[config.mk]
export PLATFORM = sky130hd
export DESIGN_NAME = rs544522_lane_packer_flat
export DESIGN_NICKNAME = d
export VERILOG_FILES = /design/src/rtl/rs544522_lane_packer_if.sv /design/src/rtl/rs544522_lane_packer.sv /design/src/flat_wrapper.sv
export SDC_FILE = /design/constraint.sdc
export NUM_CORES = 1
export LEC_CHECK = 0
export CAP_MARGIN = 30
export CORE_UTILIZATION = 50
export DETAILED_ROUTE_END_ITERATION = 7
export PLACE_DENSITY_LB_ADDON = 0.2
export SLEW_MARGIN = 20
export SYNTH_ARGS = -nofsm -noshare
export SYNTH_HDL_FRONTEND = slang
export SYNTH_SLANG_ARGS = --single-unit
[constraint.sdc]
create_clock -name clk_i -period 2.8 [get_ports clk_i]
set_input_delay 0.56 -clock clk_i [delete_from_list [all_inputs] [get_ports clk_i]]
set_output_delay 0.56 -clock clk_i [all_outputs]
set_load 0.02 [all_outputs]
[src/rtl/rs544522_lane_packer_if.sv]
// Symbol-in / beat-out stream bundle for rs544522_lane_packer.
// The slave modport is the packer; the master modport is the source and sink around it.
interface rs544522_lane_packer_if #(
  parameter int W = 10,
  parameter int L = 7
);
  logic         in_valid_i;
  logic         in_ready_o;
  logic         in_sop_i;
  logic         in_eop_i;
  logic [W-1:0] in_sym_i;
  logic         start_o;
  logic         valid_o;
  logic         last_o;
  logic [W-1:0] s_blk_o [0:L-1];

  modport slave (
    input  in_valid_i,
    input  in_sop_i,
    input  in_eop_i,
    input  in_sym_i,
    output in_ready_o,
    output start_o,
    output valid_o,
    output last_o,
    output s_blk_o
  );

  modport master (
    output in_valid_i,
    output in_sop_i,
    output in_eop_i,
    output in_sym_i,
    input  in_ready_o,
    input  start_o,
    input  valid_o,
    input  last_o,
    input  s_blk_o
  );
endinterface

[src/rtl/rs544522_lane_packer.sv]
// Frames a symbol stream into zero-padded, MSB-first 7-lane beats for the RS(544,522) encoder.
// Define RS_PACK_ERRCNT_EN to add the saturating 16-bit err_cnt_o framing-error counter.
module rs544522_lane_packer #(
  parameter int W = 10,
  parameter int K = 522,
  parameter int L = 7
) (
  input  logic                  clk_i,
  input  logic                  rst_ni,
  rs544522_lane_packer_if.slave bus,
`ifdef RS_PACK_ERRCNT_EN
  output logic [15:0]           err_cnt_o,
`endif
  output logic                  err_o
);

  localparam int NBEAT = (K + L - 1) / L;
  localparam int PAD   = NBEAT * L - K;
  localparam int LW    = 3;
  localparam int BW    = 7;
  localparam int CW    = 10;

  typedef enum logic [1:0] {
    ST_IDLE,
    ST_FILL,
    ST_FLUSH,
    ST_SKIP
  } state_e;

  state_e         state_q, state_d;
  logic [W-1:0]   buf_q [L];
  logic [W-1:0]   buf_d [L];
  logic [W-1:0]   blk_q [L];
  logic [W-1:0]   blk_d [L];
  logic [LW-1:0]  lane_q, lane_d;
  logic [BW-1:0]  beat_q, beat_d;
  logic [CW-1:0]  cnt_q, cnt_d;
  logic           start_q, start_d;
  logic           valid_q, valid_d;
  logic           last_q, last_d;
  logic           err_q, err_d;

  // Write-path temporaries: which lane/beat/index the accepted symbol lands on.
  logic           accept;
  logic           in_ready;
  logic           wr_en;
  logic [LW-1:0]  wr_lane;
  logic [BW-1:0]  wr_beat;
  logic [CW-1:0]  wr_idx;
  logic [W-1:0]   wbuf [L];
  logic           frame_end;
  logic           early;
  logic           emit;

  assign in_ready = (state_q != ST_FLUSH);
  assign accept   = bus.in_valid_i && in_ready;

  always_comb begin
    state_d = state_q;
    buf_d   = buf_q;
    blk_d   = blk_q;
    lane_d  = lane_q;
    beat_d  = beat_q;
    cnt_d   = cnt_q;
    start_d = 1'b0;
    valid_d = 1'b0;
    last_d  = 1'b0;
    err_d   = 1'b0;
    wr_en   = 1'b0;
    wr_lane = lane_q;
    wr_beat = beat_q;
    wr_idx  = cnt_q;

    case (state_q)
      ST_IDLE: begin
        if (accept) begin
          if (bus.in_sop_i) begin
            wr_en   = 1'b1;
            wr_lane = LW'(PAD);
            wr_beat = '0;
            wr_idx  = '0;
          end else begin
            err_d = 1'b1;
          end
        end
      end
      ST_FILL: begin
        if (accept) begin
          wr_en = 1'b1;
          if (bus.in_sop_i) err_d = 1'b1;
        end
      end
      ST_FLUSH: begin
        valid_d = 1'b1;
        start_d = (beat_q == '0);
        last_d  = (beat_q == BW'(NBEAT - 1));
        for (int i = 0; i < L; i++) blk_d[i] = '0;
        if (last_d) begin
          state_d = ST_IDLE;
          beat_d  = '0;
        end else begin
          beat_d = beat_q + BW'(1);
        end
      end
      ST_SKIP: begin
        if (accept && bus.in_eop_i) state_d = ST_IDLE;
      end
      default: state_d = ST_IDLE;
    endcase

    // A new frame starts from an all-zero buffer so the pad lanes are zero.
    for (int i = 0; i < L; i++) begin
      wbuf[i] = (state_q == ST_IDLE) ? '0 : buf_q[i];
      if (wr_lane == LW'(i)) wbuf[i] = bus.in_sym_i;
    end
    frame_end = (wr_idx == CW'(K - 1));
    early     = bus.in_eop_i && !frame_end;
    emit      = (wr_lane == LW'(L - 1)) || early;

    if (wr_en) begin
      state_d = ST_FILL;
      cnt_d   = wr_idx + CW'(1);
      if (emit) begin
        valid_d = 1'b1;
        start_d = (wr_beat == '0);
        last_d  = (wr_beat == BW'(NBEAT - 1));
        blk_d   = wbuf;
        for (int i = 0; i < L; i++) buf_d[i] = '0;
        lane_d  = '0;
        beat_d  = wr_beat + BW'(1);
      end else begin
        buf_d  = wbuf;
        lane_d = wr_lane + LW'(1);
        beat_d = wr_beat;
      end
      if (frame_end) begin
        // Symbol K-1 always closes the last beat; a missing eop parks us in SKIP.
        beat_d  = '0;
        cnt_d   = '0;
        state_d = bus.in_eop_i ? ST_IDLE : ST_SKIP;
        if (!bus.in_eop_i) err_d = 1'b1;
      end else if (early) begin
        err_d = 1'b1;
        if (wr_beat == BW'(NBEAT - 1)) begin
          state_d = ST_IDLE;
          beat_d  = '0;
        end else begin
          state_d = ST_FLUSH;
        end
        cnt_d = '0;
      end
    end
  end

  always_ff @(posedge clk_i or negedge rst_ni) begin
    if (!rst_ni) begin
      state_q <= ST_IDLE;
      lane_q  <= '0;
      beat_q  <= '0;
      cnt_q   <= '0;
      start_q <= 1'b0;
      valid_q <= 1'b0;
      last_q  <= 1'b0;
      err_q   <= 1'b0;
      for (int i = 0; i < L; i++) begin
        buf_q[i] <= '0;
        blk_q[i] <= '0;
      end
    end else begin
      state_q <= state_d;
      lane_q  <= lane_d;
      beat_q  <= beat_d;
      cnt_q   <= cnt_d;
      start_q <= start_d;
      valid_q <= valid_d;
      last_q  <= last_d;
      err_q   <= err_d;
      for (int i = 0; i < L; i++) begin
        buf_q[i] <= buf_d[i];
        blk_q[i] <= blk_d[i];
      end
    end
  end

`ifdef RS_PACK_ERRCNT_EN
  logic [15:0] err_cnt_q, err_cnt_d;

  always_comb begin
    err_cnt_d = err_cnt_q;
    if (err_d && (err_cnt_q != 16'hFFFF)) err_cnt_d = err_cnt_q + 16'd1;
  end

  always_ff @(posedge clk_i or negedge rst_ni) begin
    if (!rst_ni) err_cnt_q <= '0;
    else         err_cnt_q <= err_cnt_d;
  end

  assign err_cnt_o = err_cnt_q;
`endif

  assign bus.in_ready_o = in_ready;
  assign bus.start_o    = start_q;
  assign bus.valid_o    = valid_q;
  assign bus.last_o     = last_q;
  assign err_o          = err_q;

  for (genvar gi = 0; gi < L; gi++) begin : g_lane
    assign bus.s_blk_o[gi] = blk_q[gi];
  end

endmodule

[src/flat_wrapper.sv]
// flat-port wrapper written by rule: the top's interface ports become plain ports
module rs544522_lane_packer_flat 
#(
  parameter int W = 10,
  parameter int K = 522,
  parameter int L = 7
)
  (clk_i, rst_ni, err_o, bus_in_valid_i, bus_in_sop_i, bus_in_eop_i, bus_in_sym_i, bus_in_ready_o, bus_start_o, bus_valid_o, bus_last_o, bus_s_blk_o);
  rs544522_lane_packer_if #(.W(W), .L(L)) bus_i ();
  input  logic clk_i;
  input  logic rst_ni;
  output logic err_o;
  input wire logic [$bits(bus_i.in_valid_i)-1:0] bus_in_valid_i;
  input wire logic [$bits(bus_i.in_sop_i)-1:0] bus_in_sop_i;
  input wire logic [$bits(bus_i.in_eop_i)-1:0] bus_in_eop_i;
  input wire logic [$bits(bus_i.in_sym_i)-1:0] bus_in_sym_i;
  output wire logic [$bits(bus_i.in_ready_o)-1:0] bus_in_ready_o;
  output wire logic [$bits(bus_i.start_o)-1:0] bus_start_o;
  output wire logic [$bits(bus_i.valid_o)-1:0] bus_valid_o;
  output wire logic [$bits(bus_i.last_o)-1:0] bus_last_o;
  output wire logic [$bits(bus_i.s_blk_o)-1:0] bus_s_blk_o;
  assign bus_i.in_valid_i = bus_in_valid_i;
  assign bus_i.in_sop_i = bus_in_sop_i;
  assign bus_i.in_eop_i = bus_in_eop_i;
  assign bus_i.in_sym_i = bus_in_sym_i;
  assign bus_in_ready_o = bus_i.in_ready_o;
  assign bus_start_o = bus_i.start_o;
  assign bus_valid_o = bus_i.valid_o;
  assign bus_last_o = bus_i.last_o;
  assign bus_s_blk_o = {>>{bus_i.s_blk_o}};
  rs544522_lane_packer #(.W(W), .K(K), .L(L)) u_core (.clk_i(clk_i), .rst_ni(rst_ni), .bus(bus_i), .err_o(err_o));
endmodule
== Yosys cells after proc, flatten, opt, wreduce, memory -nomap -nowiden ==
Cells that the tools add are included.

* Flip-flop bits (word level): 166
* Bits in latches: 0
* Bits in writable memories: 0
* ROM bits: 0
* Bits of input ports: 15
* Logic and storage cells: 118
* Memories: 0

* $add $sub $neg: 4
* Multipliers: 0
* Divide/modulo/power cells: 0
* $lt $le $gt $ge: 0
* Equality and inequality tests: 15
* Shifts and indexed selects: 0
* Mux-type cells: 65
* Bitwise logic cells: 0
* Reductions and logical operators: 12

{| class="wikitable"
|+ Operators with widths
! cell !! count
|-
| 70-bit 2-to-1 mux || 4
|-
| 10-bit 2-to-1 mux || 19
|-
| 7-bit 2-to-1 mux || 10
|-
| 1-bit 2-to-1 mux || 18
|-
| 7-bit by 1-bit adder with 7-bit output (second input constant) || 2
|-
| 7-bit equality test (second input constant) || 2
|-
| 7-bit zero test || 2
|-
| 2-bit 2-to-1 mux || 7
|-
| 3-bit 2-to-1 mux || 4
|-
| 10-bit by 1-bit adder with 10-bit output (second input constant) || 1
|-
| 10-bit equality test (second input constant) || 1
|-
| 3-bit equality test (second input constant) || 3
|-
| 3-bit by 2-bit equality test with 1-bit output (second input constant) || 2
|-
| 3-bit by 1-bit inequality test with 1-bit output (second input constant) || 2
|-
| 2-bit equality test (second input constant) || 2
|-
| 1-bit case mux with 2 select lines || 2
|-
| 2-bit case mux with 2 select lines || 1
|-
| 3-bit by 1-bit adder with 3-bit output (second input constant) || 1
|-
| 3-bit by 1-bit equality test with 1-bit output (second input constant) || 1
|-
| 1-bit logical AND || 3
|-
| 3-bit zero test || 1
|-
| 3-bit AND reduction || 1
|-
| 3-bit nonzero test || 1
|-
| 2-bit by 1-bit equality test with 1-bit output (second input constant) || 1
|-
| 5 further kinds || 5
|}

== Depth between registers and ports, before layout ==
* Depth in word-level cells: 13
* Depth in mapped cells: 14

== Worst setup path before layout ==
OpenSTA, ideal clock, no wires.

* Path type: register to register
* Start point: register u_core.state_q[0]
* End point: register u_core.buf_q[10] (netlist name)
* Setup time: 0.080 ns
* Arrival: 2.735 ns
* Data required time: 2.720 ns
* Path slack: -0.015 ns
* Stages on the path, launching flop included: 14
* Path buffers: 4
* Path through: dfrtp_1 -> buf_2 -> nand4bb_4 -> buf_2 -> buf_1 -> nand2_1 -> inv_1 -> ha_1 -> nor4b_4 -> a41oi_2 -> or2_1 -> buf_6 -> o31ai_4 -> o2bb2ai_1

* Word-level cells in the longest chain between the ends: 9

{| class="wikitable"
|+ Ends and longest elaborated chain
! item !! RTL line !! RTL
|-
| start: declaration || rs544522_lane_packer.sv:30 || <nowiki>state_e state_q, state_d;</nowiki>
|-
| start signal: assignment || rs544522_lane_packer.sv:170 || <nowiki>state_q <= state_d;</nowiki>
|-
| 2-bit inequality test || rs544522_lane_packer.sv:55 || <nowiki>assign in_ready = (state_q != ST_FLUSH);</nowiki>
|-
| 1-bit logical AND || rs544522_lane_packer.sv:56 || <nowiki>assign accept = bus.in_valid_i && in_ready;</nowiki>
|-
| 10-bit 2-to-1 mux || rs544522_lane_packer.sv:76 || <nowiki>if (accept) begin</nowiki>
|-
| 10-bit 2-to-1 mux || rs544522_lane_packer.sv:74 || <nowiki>case (state_q)</nowiki>
|-
| 10-bit equality test || rs544522_lane_packer.sv:116 || <nowiki>frame_end = (wr_idx == CW'(K - 1));</nowiki>
|-
| 1-bit zero test || rs544522_lane_packer.sv:117 || <nowiki>early = bus.in_eop_i && !frame_end;</nowiki>
|-
| 1-bit logical AND || rs544522_lane_packer.sv:117 ||
|-
| 1-bit logical OR || rs544522_lane_packer.sv:118 || <nowiki>emit = (wr_lane == LW'(L - 1)) || early;</nowiki>
|-
| 70-bit 2-to-1 mux || rs544522_lane_packer.sv:123 || <nowiki>if (emit) begin</nowiki>
|-
| end signal: indexed assignment || rs544522_lane_packer.sv:179 || <nowiki>buf_q[i] <= buf_d[i];</nowiki>
|-
| end: declaration || rs544522_lane_packer.sv:31 || <nowiki>logic [W-1:0] buf_q [L];</nowiki>
|}

Parallel ways exist; a longest one is shown, timed or not.
A chain may end at the register's enable or synchronous reset.

==> flow_metrics.tcl <==
set metrics [dict create \
    drt-wirelength-per-cell_um 18.9 \
    max_freq_ghz 0.395 \
    critPathSlowestCell "dfrtp_1" \
    max_cap_viol_count 0 \
    gp_congestion 0.891 \
    drtIter0Drc 608 \
    first_pass_iters 5 \
    netlist.area_leader.share_pct 51.4 \
    antenna_found_initial 0 \
    clkLatencyLatePin_ns 0.43 \
    die_y_um 129 \
    fin_crit_sh_pct 90.5 \
    power_mw 8.36 \
    timing.setup.tns_ns 0 \
    synth.distinct_cells 61 \
    r2r_cells 12 \
    hold_class "input port to async pin" \
    grt_pass1_wl_mm 35.6 \
    slowest_delay_ns 0.45 \
    worstPathRequired_ns 3.14 \
    end_kind "register" \
    p_int_mw 5.28 \
    synth-main-ff-cell "dfrtp_1" \
    avgSynthCellArea_um2 9.72 \
    crit_path_start_kind "register" \
    dp_hpwl_mm 14.8 \
    grt-ovfl-total 0 \
    synth_async_sr_flop_share_pct 100 \
    drive_gt1_share_pct 13.3 \
    maxSlewHeadroom_pct 36.6 \
    drt.antenna.violating_nets 0 \
    finalSetupViolCount 0 \
    leakage_nw 4.46 \
    gr-usage-all-layers_pct 27.8 \
    area_growth_pct 26.1 \
    ios 90 \
    skew_ns 0.00903 \
    pwr-share-seq_pct 36.8 \
    min_period_ns 2.53 \
    ys_ff_latch 166 \
    switching_share_pct 36.8 \
    fin_area_mm2 0.0102 \
    core.rowCount 46 \
    hold_viol 0 \
    rsz0062_at_grt "false" \
    synth_edf_count 0 \
    p_sw_mw 3.08 \
    r2r_setup_slack_ns 0.27 \
    syn_area_mm2 0.00808 \
    cts.htree.levels 4 \
    grt_max_degree 76 \
    critPathLaunch "u_core.state_q[0]" \
    cp_max_fo 45 \
    r2r-end "u_core.bus.s_blk_o[7]" \
    yosys_warnings 0 \
    die-area_mm2 0.0167 \
    comb_power_share_pct 38.4 \
    multi_input_area_mm2 0.00359 \
    vias 6931 \
    irDropWorstVdd_mv 0.568 \
    viasPerCell 5.97 \
    final-seq-area_mm2 0.00415 \
    clk_pin_slew_ns 0.06 \
    fin_nets 963 \
    postSynthCellCount 831 \
    clkPwrFrac_pct 24.8 \
    drv_slew 0 \
    cts_tree "yes" \
    powerDensity_mw_per_mm2 821 \
    grt_pass1_vias 6827 \
    clock-sinks 166 \
    ys_seq_area_share_pct 51.4 \
    status "finished clean" \
    wirelength_mm 22.0 \
    crit_arrival_ns 2.87 \
    worstMarginPinSlew_ns 0.952 \
    syn_nets 859 \
    worstReg2RegStart "u_core.state_q[0]" \
    cts.path.max_buffers 2 \
    crit_top_cell "buf_4" \
    core_area_mm2 0.0158 \
    antenna_cells 0 \
    critPathKind "register to register" \
    synth.largest_area_cell "dfrtp_1" \
    synthTopCellsByArea "dfrtp_1 (51%), o21ai_0 (5.7%), nand3_1 (5.5%), nand2_1 (3.7%), o2bb2ai_1 (3.3%)" \
    cts_inserted_buffers 17 \
    placed_area_mm2 0.00957 \
    die-width_um 129 \
    portBuffers 89 \
    cts-root-buf "clkbuf_16" \
    nFillCells 1295 \
    start_util_pct 51.0 \
    path_cells "nand4bb_4 -> nand2_1 -> ha_1 -> nor4b_4 -> a41oi_2 -> buf_4 -> buf_4 -> o21ai_4 -> buf_4 -> buf_12 -> nand3_1 -> o21ai_0" \
    drc 0 \
]
layout by cell type, fill, tap and decap left out, types with 4 or more instances in the layout:
cell,netlist,final
nor3_1,8,7
nand2_2,1,4
nand3_1,89,89
o21ai_0,92,91
ha_1,13,13
a22oi_1,11,11
clkdlybuf4s50_1,0,86
buf_12,0,11
inv_1,16,15
a21oi_1,50,50
mux2i_1,21,21
and2_1,24,24
o31ai_1,23,23
a22o_1,15,15
and3_1,36,36
a31oi_1,7,7
nand2_1,79,76
nor2_1,24,23
clkinv_2,0,7
o2bb2ai_1,30,30
buf_4,0,57
dfrtp_1,166,166
clkbuf_16,0,19
final cells by class:
type	instances	area share, %
repair buffers	159	15.7
clock inverters	10	0.578
inverters	16	0.590
flip-flops and latches	166	40.8
well taps	216	2.65
multi-input cells	575	35.3
clock buffers	19	4.45
cells by family (layout without fill, tap and decap cells):
kind of cell,count (synthesis),in the layout,synth area share [%]
and+or+nand+nor,281,281,18.0
AOI/OAI and AO/OA,254,254,20.6
DFF,166,166,51.4
buffers and inverters,90,204,4.65
muxes,22,22,2.74
adders and majority gates,13,13,2.01
xor gates and xnor gates,5,5,0.542
synth_stat cells, drive strengths merged (2+ instances only):
| library cell | instances |
|---|---|
| clkbuf | 52 |
| a31o | 2 |
| inv | 16 |
| o21ai | 94 |
| nor3 | 9 |
| a21o | 2 |
| o2bb2ai | 30 |
| and4 | 2 |
| a31oi | 7 |
| nand3 | 89 |
| a32oi | 2 |
| o31ai | 27 |
| nor2b | 2 |
| mux2i | 21 |
| a22o | 15 |
| xnor2 | 3 |
| nor4b | 2 |
| nor4 | 2 |
| a211oi | 2 |
| and2 | 24 |
| ha | 13 |
| dfrtp | 166 |
| or2 | 2 |
| and3 | 36 |
| a21oi | 50 |
| a22oi | 11 |
| buf | 22 |
| nor2 | 25 |
| xor2 | 2 |
| or3 | 3 |
| o211ai | 2 |
| nand2 | 80 |
how the worst max path moves through the flow:
stage,endpoint,slack [ns],cells past startpoint
final,u_core.bus.s_blk_o[7],0.27,12
after global routing,u_core.bus.s_blk_o[7],0.03,12
after CTS,u_core.beat_q[5],0.04,11
after detailed placement,u_core.beat_q[5],-0.44,11
after global placement,u_core.beat_q[3],-0.27,11
after floorplan,u_core.buf_q[10],0.10,13
layer usage:
| layer | vias up | share of wire [%] | GRT usage (%) |
|---|---|---|---|
| li1 | 3210 | - | - |
| met5 | - | 0 | 0 |
| met4 | 0 | 2.5 | 9.90 |
| met2 | 257 | 48 | 44.9 |
| met3 | 37 | 5.6 | 5.78 |
| met1 | 3427 | 44 | 37.3 |
state kept, by name (all words and copies together) (netlist names):
signal and cells:
u_core.state_q 2, u_core.err_o 1, u_core.bus.valid_o 1, u_core.cnt_q 10, u_core.lane_q 3, u_core.bus.start_o 1
u_core.bus.last_o 1, u_core.buf_q 70, u_core.bus.s_blk_o 70, u_core.beat_q 7
critical path, delay by kind of cell (launching register included):
| family | cells | cell delay (ns) |
|---|---|---|
| and+or+nand+nor | 4 | 0.72 |
| buffers and inverters | 4 | 0.67 |
| adders and majority gates | 1 | 0.15 |
| DFF | 1 | 0.45 |
| AOI/OAI and AO/OA | 3 | 0.44 |
power groups by stage:
stage                     clock network (mW)  registers (mW)  logic (mW)
after floorplan                            0            3.18        1.79
after global placement                     0            3.09        3.04
after detailed placement                   0            3.11        3.14
after CTS                               2.10            3.07        3.14
after global routing                    2.22            3.12        3.51
final                                   2.07            3.08        3.21
metrics by stage:
stage                     instances  utilization [%]  worst slack [ns]  hold slack, ns
after floorplan                 831                -             0.105           0.264
after global placement         1127             60.5            -0.268           0.451
after detailed placement       1127             60.5            -0.437           0.458
after CTS                      1156             63.7            0.0416           0.129
after global routing           1161             64.3            0.0324           0.142
final                          1161             64.3             0.265           0.111
timing repair:
| action | 4_1_cts | 5_1_grt |
|---|---|---|
| buffers inserted | 0 | 3 |
| resized for setup | 0 | 9 |
| endpoints found under the setup margin | 0 | 30 |
| hold buffers | 0 | 0 |
No activity file was read; power rests on OpenSTA's default activity.
